$ cat config.mk
export PLATFORM = sky130hd
export DESIGN_NAME = dsram_axi_bridge
export DESIGN_NICKNAME = d
export VERILOG_FILES = /design/src/rtl/dsram_axi_bridge_pkg.sv /design/src/rtl/dsram_req_latch.sv /design/src/rtl/dsram_axi_bridge.sv
export SDC_FILE = /design/constraint.sdc
export NUM_CORES = 1
export LEC_CHECK = 0
export CAP_MARGIN = 10
export CORE_AREA = 3 3 122 124
export CTS_BUF_LIST = sky130_fd_sc_hd__clkbuf_4 sky130_fd_sc_hd__clkbuf_8 sky130_fd_sc_hd__clkbuf_16
export CTS_CLUSTER_DIAMETER = 40
export DETAILED_ROUTE_END_ITERATION = 12
export DIE_AREA = 0 0 125 127
export PLACE_DENSITY = 0.86
export SYNTH_ARGS = -nofsm -noshare
export SYNTH_HDL_FRONTEND = slang
export SYNTH_SLANG_ARGS = --single-unit
$ cat constraint.sdc
create_clock -name clk -period 4.3 [get_ports clk]
set_clock_uncertainty 0.2 [all_clocks]
set_input_delay 1.075 -clock clk [delete_from_list [all_inputs] [get_ports clk]]
set_output_delay 1.075 -clock clk [all_outputs]
set_load 0.005 [all_outputs]
$ cat src/rtl/dsram_axi_bridge_pkg.sv
// Shared definitions for dsram_axi_bridge: FSM state encodings, AXI constants,
// the latched request record and the default AXI ID.
package dsram_axi_bridge_pkg;

  localparam logic [2:0] ST_IDLE    = 3'd0;
  localparam logic [2:0] ST_RD_ADDR = 3'd1;
  localparam logic [2:0] ST_RD_DATA = 3'd2;
  localparam logic [2:0] ST_WR_REQ  = 3'd3;
  localparam logic [2:0] ST_WR_RESP = 3'd4;

  localparam logic [3:0] AXI_ID_DEFAULT = 4'd1;
  localparam logic [3:0] AXI_LEN_SINGLE = 4'd0;
  localparam logic [1:0] AXI_BURST_INCR = 2'b01;

  typedef struct packed {
    logic [31:0] addr;
    logic [1:0]  size;
    logic [3:0]  wstrb;
    logic [31:0] wdata;
  } req_t;

  // sram-like size codes (byte/half/word) map directly onto AXI size codes.
  function automatic logic [2:0] axi_size(input logic [1:0] size);
    return {1'b0, size};
  endfunction

endpackage

$ cat src/rtl/dsram_req_latch.sv
// Request field latch for dsram_axi_bridge: captures addr/size/wstrb/wdata on
// accept and holds them unchanged for the whole AXI transaction.
module dsram_req_latch
  import dsram_axi_bridge_pkg::*;
(
  input  logic        clk,
  input  logic        reset,
  input  logic        capture,
  input  logic [31:0] addr_i,
  input  logic [1:0]  size_i,
  input  logic [3:0]  wstrb_i,
  input  logic [31:0] wdata_i,
  output req_t        req_o
);

  req_t req_q, req_d;

  always_comb begin
    req_d = req_q;
    if (capture) begin
      req_d = '{addr: addr_i, size: size_i, wstrb: wstrb_i, wdata: wdata_i};
    end
  end

  always_ff @(posedge clk) begin
    if (reset) begin
      req_q <= '0;
    end else begin
      req_q <= req_d;
    end
  end

  assign req_o = req_q;

endmodule

$ cat src/rtl/dsram_axi_bridge.sv
// sram-like data port to single-beat AXI3 bridge, one transaction outstanding.
// Define DSRAM_WR_EARLY_OK_EN to complete stores once AW and W are both accepted.
module dsram_axi_bridge
  import dsram_axi_bridge_pkg::*;
#(
  parameter logic [3:0] AXI_ID = AXI_ID_DEFAULT
) (
  input  logic        clk,
  input  logic        reset,
  input  logic        data_req,
  input  logic        data_wr,
  input  logic [1:0]  data_size,
  input  logic [31:0] data_addr,
  input  logic [3:0]  data_wstrb,
  input  logic [31:0] data_wdata,
  output logic        data_addr_ok,
  output logic        data_data_ok,
  output logic [31:0] data_rdata,
  output logic [3:0]  arid,
  output logic [31:0] araddr,
  output logic [3:0]  arlen,
  output logic [2:0]  arsize,
  output logic [1:0]  arburst,
  output logic [1:0]  arlock,
  output logic [3:0]  arcache,
  output logic [2:0]  arprot,
  output logic        arvalid,
  input  logic        arready,
  input  logic [3:0]  rid,
  input  logic [31:0] rdata,
  input  logic [1:0]  rresp,
  input  logic        rlast,
  input  logic        rvalid,
  output logic        rready,
  output logic [3:0]  awid,
  output logic [31:0] awaddr,
  output logic [3:0]  awlen,
  output logic [2:0]  awsize,
  output logic [1:0]  awburst,
  output logic [1:0]  awlock,
  output logic [3:0]  awcache,
  output logic [2:0]  awprot,
  output logic        awvalid,
  input  logic        awready,
  output logic [3:0]  wid,
  output logic [31:0] wdata,
  output logic [3:0]  wstrb,
  output logic        wlast,
  output logic        wvalid,
  input  logic        wready,
  input  logic [3:0]  bid,
  input  logic [1:0]  bresp,
  input  logic        bvalid,
  output logic        bready,
  output logic [2:0]  dbg_state
);

  logic [2:0]  state_q, state_d;
  logic        aw_done_q, aw_done_d;
  logic        w_done_q, w_done_d;
  logic        data_ok_q, data_ok_d;
  logic [31:0] rdata_q, rdata_d;
  logic        accept;
  req_t        req;
  logic        unused_inputs;

  assign unused_inputs = ^{rid, rresp, rlast, bid, bresp};

  // Handshakes: a transfer happens on a rising clk edge where valid && ready;
  // valids are pure functions of registered state, so they never drop before ready.
  assign data_addr_ok = (state_q == ST_IDLE) && !reset;
  assign accept       = data_req && data_addr_ok;

  dsram_req_latch u_req_latch (
    .clk     (clk),
    .reset   (reset),
    .capture (accept),
    .addr_i  (data_addr),
    .size_i  (data_size),
    .wstrb_i (data_wstrb),
    .wdata_i (data_wdata),
    .req_o   (req)
  );

  assign arvalid = (state_q == ST_RD_ADDR);
  assign rready  = (state_q == ST_RD_DATA);
  assign awvalid = (state_q == ST_WR_REQ) && !aw_done_q;
  assign wvalid  = (state_q == ST_WR_REQ) && !w_done_q;
  assign bready  = (state_q == ST_WR_RESP);

  assign arid    = AXI_ID;
  assign araddr  = req.addr;
  assign arsize  = axi_size(req.size);
  assign arlen   = AXI_LEN_SINGLE;
  assign arburst = AXI_BURST_INCR;
  assign arlock  = 2'b00;
  assign arcache = 4'b0000;
  assign arprot  = 3'b000;

  assign awid    = AXI_ID;
  assign awaddr  = req.addr;
  assign awsize  = axi_size(req.size);
  assign awlen   = AXI_LEN_SINGLE;
  assign awburst = AXI_BURST_INCR;
  assign awlock  = 2'b00;
  assign awcache = 4'b0000;
  assign awprot  = 3'b000;

  assign wid     = AXI_ID;
  assign wdata   = req.wdata;
  assign wstrb   = req.wstrb;
  assign wlast   = 1'b1;

  assign data_data_ok = data_ok_q;
  assign data_rdata   = rdata_q;
  assign dbg_state    = state_q;

  always_comb begin
    state_d   = state_q;
    aw_done_d = aw_done_q;
    w_done_d  = w_done_q;
    data_ok_d = 1'b0;
    rdata_d   = rdata_q;
    case (state_q)
      ST_IDLE: begin
        aw_done_d = 1'b0;
        w_done_d  = 1'b0;
        if (accept) begin
          state_d = data_wr ? ST_WR_REQ : ST_RD_ADDR;
        end
      end
      ST_RD_ADDR: begin
        if (arready) begin
          state_d = ST_RD_DATA;
        end
      end
      ST_RD_DATA: begin
        if (rvalid) begin
          rdata_d   = rdata;
          data_ok_d = 1'b1;
          state_d   = ST_IDLE;
        end
      end
      ST_WR_REQ: begin
        // Each valid is high only while its done flag is clear, so ready alone marks the handshake.
        aw_done_d = aw_done_q | awready;
        w_done_d  = w_done_q | wready;
        if (aw_done_d && w_done_d) begin
          state_d   = ST_WR_RESP;
          aw_done_d = 1'b0;
          w_done_d  = 1'b0;
`ifdef DSRAM_WR_EARLY_OK_EN
          data_ok_d = 1'b1;
`endif
        end
      end
      ST_WR_RESP: begin
        if (bvalid) begin
          state_d = ST_IDLE;
`ifndef DSRAM_WR_EARLY_OK_EN
          data_ok_d = 1'b1;
`endif
        end
      end
      default: begin
        state_d = ST_IDLE;
      end
    endcase
  end

  always_ff @(posedge clk) begin
    if (reset) begin
      state_q   <= ST_IDLE;
      aw_done_q <= 1'b0;
      w_done_q  <= 1'b0;
      data_ok_q <= 1'b0;
      rdata_q   <= 32'h0;
    end else begin
      state_q   <= state_d;
      aw_done_q <= aw_done_d;
      w_done_q  <= w_done_d;
      data_ok_q <= data_ok_d;
      rdata_q   <= rdata_d;
    end
  end

endmodule

# ---- Word-level counts from Yosys, hierarchy flattened
# Index checks and enable logic that the tools add are counted.
dict set report totals {
  elab_cells 46
  reg_bits 108
}
dict set report classes {
  n_reduce_logical 12
  n_mux 14
  n_eq_ne 9
  bitwise_logic 2
}
# operator n
set ops {}
lappend ops {{$mux 3} 5}
lappend ops {{$pmux 3 s5} 1}
lappend ops {{$eq 3x2->1 const B} 2}
lappend ops {{$ne 2x2->1 const B} 3}
lappend ops {{$pmux 1 s2} 3}
lappend ops {{$logic_and 1x1->1} 5}
lappend ops {{$reduce_and 5->1} 1}
lappend ops {{$mux 1} 4}
lappend ops {{$ne 2x1->1 const B} 2}
lappend ops {{$eq 3x1->1 const B} 1}
lappend ops {{$eq 3x3->1 const B} 1}
lappend ops {{$logic_not 1->1} 3}
lappend ops {{$logic_not 3->1} 1}
lappend ops {{$mux 2} 1}
lappend ops {{$or 1x1->1} 2}
lappend ops {{$reduce_and 2->1} 1}
lappend ops {{$reduce_bool 2->1} 1}

# ---- Logic depth before layout (Yosys ltp)
# Gate-level depths: netlist of the first run.
dict set report depth {
  depth_word 5
  mapped_depth 5
  ltp_nobuf 3
}

# ---- Cells and area by module
# From an unflattened synthesis of the first run, not the netlist that was laid out.
dict set report unflattened {
  hier_cells 497
  hier_area_um2 4708.3
}
# mod cells_each seq_area_each_um2 n_inst area_per_inst_um2
set modules_own_cells {}
lappend modules_own_cells {dsram_req_latch 226 1401.3 1 2512.4}
lappend modules_own_cells {dsram_axi_bridge 271 760.7 1 2195.9}

# ---- Worst setup path before layout of the first run
# OpenSTA, ideal clock, no wires.
dict set report synth_timing {
  path_kind {input to output}
  start {in reset}
  end {out data_addr_ok}
  arrival_ns 1.659
  path_slack_ns 1.366
  t_required_ns 3.025
  n_path_buf 1
  path_stages 2
  cell_sequence {nor4_4 > clkbuf_1}
}
dict set report synth_between {
  elab_chain_cells 2
}
# item line
set synth_rtl {}
lappend synth_rtl {{start: declaration} dsram_axi_bridge.sv:9} ;# input logic reset,
lappend synth_rtl {{$logic_not 1->1} dsram_axi_bridge.sv:71} ;# assign data_addr_ok = (state_q == ST_IDLE) && !reset;
lappend synth_rtl {{$logic_and 1x1->1} dsram_axi_bridge.sv:71}
lappend synth_rtl {{end: declaration} dsram_axi_bridge.sv:16} ;# output logic data_addr_ok,
# No other way between the ends.

# ---- Worst setup path in the final report of the first run
dict set report layout_timing {
  start {reg state_q[0] (netlist: dbg_state[0])}
  end {out wvalid}
}
dict set report layout_between {
  elab_chain_cells 2
}
# item line
set layout_rtl {}
lappend layout_rtl {{start: declaration} dsram_axi_bridge.sv:58} ;# logic [2:0] state_q, state_d;
lappend layout_rtl {{start signal: assignment} dsram_axi_bridge.sv:179} ;# state_q <= state_d;
lappend layout_rtl {{$eq 3x2->1} dsram_axi_bridge.sv:88} ;# assign wvalid = (state_q == ST_WR_REQ) && !w_done_q;
lappend layout_rtl {{$logic_and 1x1->1} dsram_axi_bridge.sv:88}
lappend layout_rtl {{end: declaration} dsram_axi_bridge.sv:49} ;# output logic wvalid,
# No other way between the ends.

==> results of run 1 <==
-- sequential cells by signal (all words and copies together) (netlist names) --
name / flops
aw_done_q: 1
dbg_state: 3
data_rdata: 32
u_req_latch.req_o: 70
w_done_q: 1
data_data_ok: 1
-- synth_stat cells, types with 2 or more instances --
cell | number | area (um2)
sky130_fd_sc_hd__a21oi_1 | 35 | 175
sky130_fd_sc_hd__buf_1 | 3 | 11.3
sky130_fd_sc_hd__buf_2 | 2 | 10.0
sky130_fd_sc_hd__buf_4 | 86 | 646
sky130_fd_sc_hd__clkbuf_1 | 34 | 128
sky130_fd_sc_hd__conb_1 | 2 | 7.51
sky130_fd_sc_hd__dfxtp_1 | 108 | 2160
sky130_fd_sc_hd__inv_1 | 2 | 7.51
sky130_fd_sc_hd__nand2_1 | 66 | 248
sky130_fd_sc_hd__nand2b_1 | 71 | 444
sky130_fd_sc_hd__nand3_1 | 70 | 350
sky130_fd_sc_hd__nor2_1 | 6 | 22.5
sky130_fd_sc_hd__nor3b_1 | 5 | 37.5
sky130_fd_sc_hd__nor4b_1 | 2 | 17.5
sky130_fd_sc_hd__o211ai_1 | 2 | 15.0
sky130_fd_sc_hd__o21ai_1 | 70 | 350
-- logic make-up after synthesis --
family | synth area share (%)
AO/OA/AOI/OAI | 12.5
multiplexers | 0.209
other | 0.157
flip-flops | 45.2
buffers and inverters | 16.8
AND/OR/NAND/NOR | 25.2
-- critical path, cell delays in order (launching register included) --
cell and delay [ps]:
sky130_fd_sc_hd__dfxtp_1 790, sky130_fd_sc_hd__nand3b_1 260, sky130_fd_sc_hd__nor2_1 190, sky130_fd_sc_hd__clkdlybuf4s50_1 550
-- area by class of cell --
| type | count | area [um2] |
|---|---|---|
| antenna | 1 | 2.50 |
| clock buffer | 11 | 253 |
| clock inverter | 5 | 43.8 |
| fill | 1265 | 6560 |
| inverter | 2 | 7.51 |
| multi-input combinational | 389 | 2000 |
| sequential | 108 | 2160 |
| tap | 180 | 225 |
| timing repair buffer | 263 | 2630 |
-- through the flow --
step,power [uW],cell area (um2)
after global routing,2570,7320
after floorplan,1380,4950
after detailed placement,1660,7020
final,2450,7320
after CTS,2480,7320
after global placement,1650,7020
-- power groups by stage --
stage                     clock, uW  sequential (uW)  combinational [uW]
after global routing            885             1140                 552
final                           817             1120                 511
after CTS                       842             1130                 515
after global placement            0             1140                 507
after floorplan                   0             1140                 236
after detailed placement          0             1150                 513
-- how the worst min path moves through the flow --
| stage | endpoint | slack, ps | depth (start not counted) |
|---|---|---|---|
| floorplan | data_rdata[0] | 250 | 2 |
| finish | data_rdata[27] | 250 | 2 |
| CTS | data_rdata[4] | 260 | 2 |
| detailed placement | data_rdata[4] | 250 | 2 |
| global route | data_rdata[18] | 270 | 2 |
| global placement | data_rdata[1] | 240 | 2 |
-- routing by layer --
metal  part of all wire (%)  GRT usage (%)  wire (um)
met4                    1.8           4.78        254
met3                    8.8           6.77       1220
met2                     49           28.3       6770
met5                      0              0          0
met1                     40           19.9       5590
==> run summary, run 1 <==
biggest fanout along the worst timing path: 17
Die Ht: 127 um
part of the total power dissipated in sequential elements: 45.9%
half-perimeter wire length of the detailed placement result: 10000 um
RSZ-0062 raised after global routing: false
cells on worst reg2reg path: 4
initial antenna violation count: 1
number of global-route vias before repair: 4202
IO buf count: 256
final worst-path setup slack: 892 ps
design internal power: 1820 uW
reg-to-reg critical path startpoint: dbg_state[1]
number of flops mapped to enable cells by yosys: 0
largest net degree at the start of global routing: 111
Area Overhead vs Synth: 53.0%
total overflow reported by the global router: 0
number of vias in the routed layout: 4445
static power due to leakage: 0.00261 uW
I/O Pins: 315
drt wl/cell: 14.4 um
Worst Hold Margin: 253 ps
later-pin clock latency in the skew report: 350 ps
detailed-route DRC error count: 0
number of core rows: 43
start point of the worst hold path: data_rdata[27]
GRT Util Overall: 16.8%
data required time of the worst path: 3020 ps
startpoint class of the critical path: flop
Worst Setup Path Type: flop to output pin
flip-flop and latch count after synthesis: 108
clock root cell: sky130_fd_sc_hd__clkbuf_16
ANT nets after route: 0
setup TNS after final layout: 0 ps
first-pass GRT wire length: 21800 um
clock slew at reported path FFs: 70 ps
peak clock frequency supported by timing: 293 MHz
number of DRC markers after the initial detailed-route iteration: 243
number of warning messages in the yosys log: 0
average instance area after synthesis: 8.24 um2
total power divided by cell area: 335 mW/mm2
capture point of the worst path: wvalid
slew of the pin with the lowest slew margin: 958 ps
clock sink total: 108
die footprint: 0.0159 mm2
drt pass-1 iters: 4
Fin. Hold Viols: 0
crit path time final: 3410 ps
number of distinct standard cells referenced by the synthesized netlist: 33
worst setup slack before clock tree synthesis: 1040 ps
capturing element type of the critical path: output pin
Data arrival, critical path: 2130 ps
final core utilization: 52.7%
r2r setup slk: 2030 ps
clock tree from TritonCTS: built
top library cells by usage in the layout, fill and taps aside: sky130_fd_sc_hd__clkdlybuf4s50_1, sky130_fd_sc_hd__dfxtp_1, sky130_fd_sc_hd__nand2b_1
share of synthesized area occupied by flip-flops and latches: 45.2%
fraction of final layout cells sized beyond drive strength 1: 3.86%
die boundary width: 125 um
instance count of the mapped netlist: 581
Min-Delay Path Class: flop to flop
number of cells after detailed placement: 942
Post-Layout Cell Count: 959
total wirelength of the detailed-routed design: 13800 um
top flip-flop cell by instance count after synthesis: sky130_fd_sc_hd__dfxtp_1
Post-synth ARST share: 0%
via-per-instance ratio: 4.64
# Max-Cap Violations: 0
R2R Path End: data_rdata[20]
post-CTS setup-driven buffer insertion count: 0
net switching component of the power: 632 uW
result of the run: completed
Final Net Count: 897
logic gate share of total power: 20.8%
number of hold-repair buffers added at the cts stage: 0
net switching share of the total power: 25.8%
share of the clock period used by the worst path after layout: 79.3%
Peak VDD IR: 0.310 mV
total count of max-transition violations in the final report: 0
Clock Path Buffers: 2
clock network fraction of design power: 33.3%
most common cell after layout, fill and taps aside: sky130_fd_sc_hd__clkdlybuf4s50_1
worst-case headroom to the max-slew limit: 36.1%
starting density of the core: 34.5%
startpoint of the worst setup timing path: dbg_state[0]
total number of H-tree levels: 3
final setup violating endpoints: 0
core footprint: 0.0139 mm2
GPL Wtd Cong: 0.787
CTS Buf Count: 9
mapped cell area: 0.00478 mm2
post_cts resized: 0
Power figures use the tool's default switching activity.
==> inputs of run 2 (changes only) <==
Settings changed: CORE_AREA 3 3 122 124 to 3 3 96 166, DIE_AREA 0 0 125 127 to 0 0 99 169, PLACE_DENSITY 0.86 to 0.85.
Clock period 4.3 ns to 3.1 ns, I/O delays scaled along.
==> run summary, run 2 (synthesized netlist as in run 1, its figures left out) <==
worst-case headroom to the max-slew limit: 57.5% (+21 points)
largest net degree at the start of global routing: 68 (-39%)
top library cells by usage in the layout, fill and taps aside: sky130_fd_sc_hd__clkdlybuf4s50_1, sky130_fd_sc_hd__dfxtp_1, sky130_fd_sc_hd__nand2b_1
startpoint class of the critical path: flop
result of the run: completed
crit path time final: 2850 ps
Data arrival, critical path: 1870 ps (-260 ps)
Min-Delay Path Class: flop to flop
number of DRC markers after the initial detailed-route iteration: 211 (-13%)
drt wl/cell: 15.2 um (+5.6%)
clock tree from TritonCTS: built
met3 Resource Use GR: 5.61% (-1.2 points)
total power divided by cell area: 470 mW/mm2 (+40%)
Worst Hold Margin: 255 ps (+1.07 ps)
drt pass-1 iters: 4 (unchanged)
final setup violating endpoints: 0 (unchanged)
core footprint: 0.0148 mm2 (+6.9%)
cells on worst reg2reg path: 5 (+1)
fraction of final layout cells sized beyond drive strength 1: 4.47% (+0.61 points)
r2r setup slk: 720 ps (-1310 ps)
IO buf count: 256 (unchanged)
number of vias in the routed layout: 4505 (+1.3%)
Worst Setup Path Type: flop to output pin
total number of H-tree levels: 3 (unchanged)
Fin. Hold Viols: 0 (unchanged)
# Max-Cap Violations: 0 (unchanged)
number of global-route vias before repair: 4416 (+5.1%)
total wirelength of the detailed-routed design: 14700 um (+6.3%)
ANT nets after route: 0 (unchanged)
post_cts resized: 0 (unchanged)
clock slew at reported path FFs: 70 ps (about the same)
total overflow reported by the global router: 0 (unchanged)
slew of the pin with the lowest slew margin: 638 ps (-320 ps)
reg-to-reg critical path startpoint: dbg_state[2]
GPL Wtd Cong: 0.771 (-2.1%)
count of inserted antenna diode cells: 0 (-1)
met1 Use GR: 16.8% (-3.1 points)
share of the clock period used by the worst path after layout: 91.8%
most common cell after layout, fill and taps aside: sky130_fd_sc_hd__clkdlybuf4s50_1
number of core rows: 59 (+37%)
total count of max-transition violations in the final report: 0 (unchanged)
design area: 0.00737 mm2 (+0.62%)
die footprint: 0.0167 mm2 (+5.4%)
clock root cell: sky130_fd_sc_hd__clkbuf_16
RSZ-0062 raised after global routing: false
later-pin clock latency in the skew report: 330 ps (-20 ps)
start point of the worst hold path: data_rdata[19]
Area Overhead vs Synth: 54.0%
R2R Path End: u_req_latch.req_o[31]
number of hold-repair buffers added at the cts stage: 0 (unchanged)
Die Ht: 169 um (+33%)
detailed-route DRC error count: 0 (unchanged)
clock sink total: 108 (unchanged)
capturing element type of the critical path: output pin
setup TNS after final layout: 0 ps (unchanged)
I/O Pins: 315 (unchanged)
via-per-instance ratio: 4.66 (+0.62%)
startpoint of the worst setup timing path: dbg_state[0]
routing layer with the top usage in global route: met2
Cell Area, Placed: 0.00706 mm2 (+0.59%)
M2 GR Usage: 32.1% (+3.9 points)
GRT Util Overall: 16.8% (+0.048 points)
die boundary width: 99 um (-21%)
data required time of the worst path: 2120 ps (-900 ps)
starting density of the core: 32.2% (-2.2 points)
biggest fanout along the worst timing path: 11 (-6)
half-perimeter wire length of the detailed placement result: 10800 um (+8.2%)
static power due to leakage: 0.00264 uW (+1.2%)
Clock Path Buffers: 2 (unchanged)
flip-flop count of the largest register after layout: 70 (unchanged)
first-pass GRT wire length: 22600 um (+3.4%)
capture point of the worst path: wvalid
peak clock frequency supported by timing: 351 MHz
Power, Total: 3460 uW (+41%)
CTS Buf Count: 9 (unchanged)
initial antenna violation count: 0 (-1)
Final Net Count: 902 (+0.56%)
Peak VDD IR: 0.338 mV (+8.9%)
post-CTS setup-driven buffer insertion count: 0 (unchanged)
[run 2: cell types whose count changed in the layout (fill, tap and decap cells not counted), sizes merged]
cell and delta:
clkbuf -1, buf +5, bufinv +1, diode -1
[run 2: power by group]
group          internal (uW)  switching, uW
registers               1490           67.6
logic                    445            281
clock network            644            536
[run 2: layout make-up]
class,instances,area (um2)
clock inverters,6,70.1
clock buffers,10,233
fillers,1394,7470
repair buffers,268,2670
inverters,2,7.51
flip-flops and latches,108,2160
well taps,183,229
multi-input cells,389,2000
[run 2: worst min-delay path by stage]
stage | to | slack [ps] | depth (start not counted)
2_1_floorplan | data_rdata[0] | 250 | 2
3_3_place_gp | data_rdata[8] | 240 | 2
3_5_place_dp | data_rdata[8] | 250 | 2
4_1_cts | data_rdata[19] | 260 | 2
5_1_grt | data_rdata[8] | 270 | 2
6_report | data_rdata[19] | 250 | 2
[run 2: per-layer routing]
| metal | wire [um] | share of wire (%) | vias up |
|---|---|---|---|
| met2 | 7870 | 53 | 237 |
| met4 | 284 | 1.9 | 0 |
| li1 | - | - | 2194 |
| met1 | 5230 | 36 | 2057 |
| met3 | 1330 | 9.0 | 17 |
| met5 | 0 | 0 | - |
[run 2: per-stage QoR]
step | utilization [%] | std cells | setup WS (ps)
floorplan | - | 624 | 766
global placement | 47.6 | 950 | 402
detailed placement | 47.6 | 950 | 401
CTS | 49.7 | 966 | 226
global route | 49.7 | 966 | 63.0
finish | 49.7 | 966 | 253
[run 2: critical path: stages, from the launching register on]
cell and delay (ps):
sky130_fd_sc_hd__dfxtp_1 580, sky130_fd_sc_hd__nand3b_1 230, sky130_fd_sc_hd__nor2_1 190, sky130_fd_sc_hd__clkdlybuf4s50_1 540
==> inputs of run 3 (changes only) <==
Settings changed: CORE_AREA 3 3 96 166 to 3 3 100 174, DIE_AREA 0 0 99 169 to 0 0 103 177, PLACE_DENSITY 0.85 to 0.79.
==> run summary, run 3 (synthesized netlist as in run 1, its figures left out) <==
fraction of final layout cells sized beyond drive strength 1: 4.47% (unchanged)
drt pass-1 iters: 4 (unchanged)
slew of the pin with the lowest slew margin: 584 ps (-53.6 ps)
number of core rows: 61 (+3.4%)
later-pin clock latency in the skew report: 340 ps (about the same)
# Max-Cap Violations: 0 (unchanged)
Fin. Hold Viols: 0 (unchanged)
most common cell after layout, fill and taps aside: sky130_fd_sc_hd__clkdlybuf4s50_1
final worst-path setup slack: 218 ps (-35.1 ps)
total overflow reported by the global router: 0 (unchanged)
post_cts resized: 0 (unchanged)
biggest fanout along the worst timing path: 12 (+1)
crit path time final: 2880 ps (+35.1 ps)
Die Ht: 177 um (+4.7%)
capturing element type of the critical path: output pin
Peak VDD IR: 0.263 mV (-22%)
count of inserted antenna diode cells: 0 (unchanged)
I/O Pins: 315 (unchanged)
worst setup slack before clock tree synthesis: 316 ps (-85.1 ps)
met3 Resource Use GR: 4.46% (-1.2 points)
CTS Buf Count: 9 (unchanged)
number of DRC markers after the initial detailed-route iteration: 101 (-52%)
via-per-instance ratio: 4.62 (-0.88%)
number of vias in the routed layout: 4493 (-0.27%)
total count of max-transition violations in the final report: 0 (unchanged)
number of global-route vias before repair: 4229 (-4.2%)
result of the run: completed
cells along the critical path: nand3b_1 > nor2_1 > clkdlybuf4s50_1
routing layer with the top usage in global route: met2
half-perimeter wire length of the detailed placement result: 10600 um (-1.6%)
flip-flop count of the largest register after layout: 70 (unchanged)
post-CTS setup-driven buffer insertion count: 0 (unchanged)
Crit-path slowest cell: sky130_fd_sc_hd__dfxtp_1
Area Overhead vs Synth: 54.9%
data required time of the worst path: 2120 ps (about the same)
detailed-route DRC error count: 0 (unchanged)
Post-Layout Cell Count: 972 (+0.62%)
Final Net Count: 903 (+0.11%)
number of cells after detailed placement: 957 (+0.74%)
Min-Delay Path Class: flop to flop
part of the total power dissipated in sequential elements: 44.0% (-0.9 points)
GRT Util Overall: 15.1% (-1.7 points)
total wirelength of the detailed-routed design: 14400 um (-2.2%)
startpoint class of the critical path: flop
clock slew at reported path FFs: 70 ps (about the same)
clock sink total: 108 (unchanged)
Worst Hold Margin: 254 ps (-0.317 ps)
net switching share of the total power: 25.1% (-0.47 points)
IO buf count: 256 (unchanged)
initial antenna violation count: 0 (unchanged)
die boundary width: 103 um (+4.0%)
ANT nets after route: 0 (unchanged)
Data arrival, critical path: 1910 ps (+40 ps)
Worst Path Buf+Inv: 1 (unchanged)
total number of H-tree levels: 3 (unchanged)
GPL Wtd Cong: 0.744 (-3.5%)
RSZ-0062 raised after global routing: false
die footprint: 0.0182 mm2 (+9.0%)
design internal power: 2650 uW (+2.8%)
Clock Path Buffers: 2 (unchanged)
setup TNS after final layout: 0 ps (unchanged)
first-pass GRT wire length: 21800 um (-3.6%)
Top Family by Delay on Critical Path: flip-flops
starting density of the core: 29.9% (-2.4 points)
share of the clock period used by the worst path after layout: 93.0% (+1.1 points)
met1 Use GR: 15.8% (-1.0 points)
M2 GR Usage: 28.2% (-4.0 points)
largest net degree at the start of global routing: 51 (-25%)
drt wl/cell: 14.8 um (-2.8%)
number of hold-repair buffers added at the cts stage: 0 (unchanged)
core footprint: 0.0160 mm2 (+8.0%)
clock root cell: sky130_fd_sc_hd__clkbuf_16
total power divided by cell area: 477 mW/mm2 (+1.6%)
clock tree from TritonCTS: built
Worst Setup Path Type: flop to output pin
static power due to leakage: 0.00265 uW (+0.38%)
logic gate share of total power: 20.6% (-0.4 points)
worst-case headroom to the max-slew limit: 61.0% (+3.5 points)
peak clock frequency supported by timing: 347 MHz (-1.2%)
final setup violating endpoints: 0 (unchanged)
# fillers: 1571 (+13%)
net switching component of the power: 887 uW (+0.28%)
max incr delay on CP: 600 ps (+20 ps)
clock network fraction of design power: 35.5% (+1.4 points)
top library cells by usage in the layout, fill and taps aside: sky130_fd_sc_hd__clkdlybuf4s50_1, sky130_fd_sc_hd__dfxtp_1, sky130_fd_sc_hd__nand2b_1
run 3: changes by cell type in the layout (fill, tap and decap cells not counted), sizes merged:
cell,before,now
buf,14,15
bufinv,1,2
clkbuf,10,9
clkinv,3,0
clkinvlp,0,1
inv,4,5
run 3: path summary, 6_finish.rpt:
| check | from | to | slack, ps | cells past startpoint |
|---|---|---|---|---|
| max | dbg_state[0] | wvalid | 220 | 3 |
| min | data_rdata[6] | data_rdata[6] | 250 | 2 |
| max reg2reg | dbg_state[2] | u_req_latch.req_o[47] | 630 | 5 |
| min reg2reg | data_rdata[6] | data_rdata[6] | 250 | 2 |
run 3: metrics by stage:
| step | cell area, um2 | total power (uW) | utilization, % |
|---|---|---|---|
| after floorplan | 4950 | 1910 | - |
| after global placement | 7090 | 2310 | 44.2 |
| after detailed placement | 7090 | 2320 | 44.2 |
| after CTS | 7410 | 3600 | 46.2 |
| after global routing | 7410 | 3720 | 46.2 |
| final | 7410 | 3540 | 46.2 |
run 3: power by group through the flow:
| stage | clock, uW | combinational (uW) | sequential, uW |
|---|---|---|---|
| 6_report | 1250 | 728 | 1550 |
| 5_1_grt | 1350 | 798 | 1570 |
| 4_1_cts | 1310 | 737 | 1560 |
| 3_5_place_dp | 0 | 734 | 1590 |
| 3_3_place_gp | 0 | 729 | 1580 |
| 2_1_floorplan | 0 | 327 | 1590 |
run 3: routing by layer:
metal | routed length (um) | share of wire, %
met1 | 5340 | 37
met2 | 7590 | 53
met3 | 1230 | 8.5
met4 | 240 | 1.7
met5 | 0 | 0
run 3: final cells by class:
cell class	instances	area [um2]	area share (%)
Inverter	2	7.51	0.101
Clock inverter	6	93.8	1.27
Timing Repair Buffer	269	2690	36.3
Multi-Input combinational cell	389	2000	27.0
Sequential cell	108	2160	29.2
Tap cell	189	236	3.19
Clock buffer	9	225	3.04
run 3: worst register-to-register path, cell delays in order, from the launching register on:
cell,delay [ps]
sky130_fd_sc_hd__dfxtp_1,490
sky130_fd_sc_hd__nor4_4,380
sky130_fd_sc_hd__buf_4,390
sky130_fd_sc_hd__and2_2,550
sky130_fd_sc_hd__buf_12,250
sky130_fd_sc_hd__o21ai_1,100
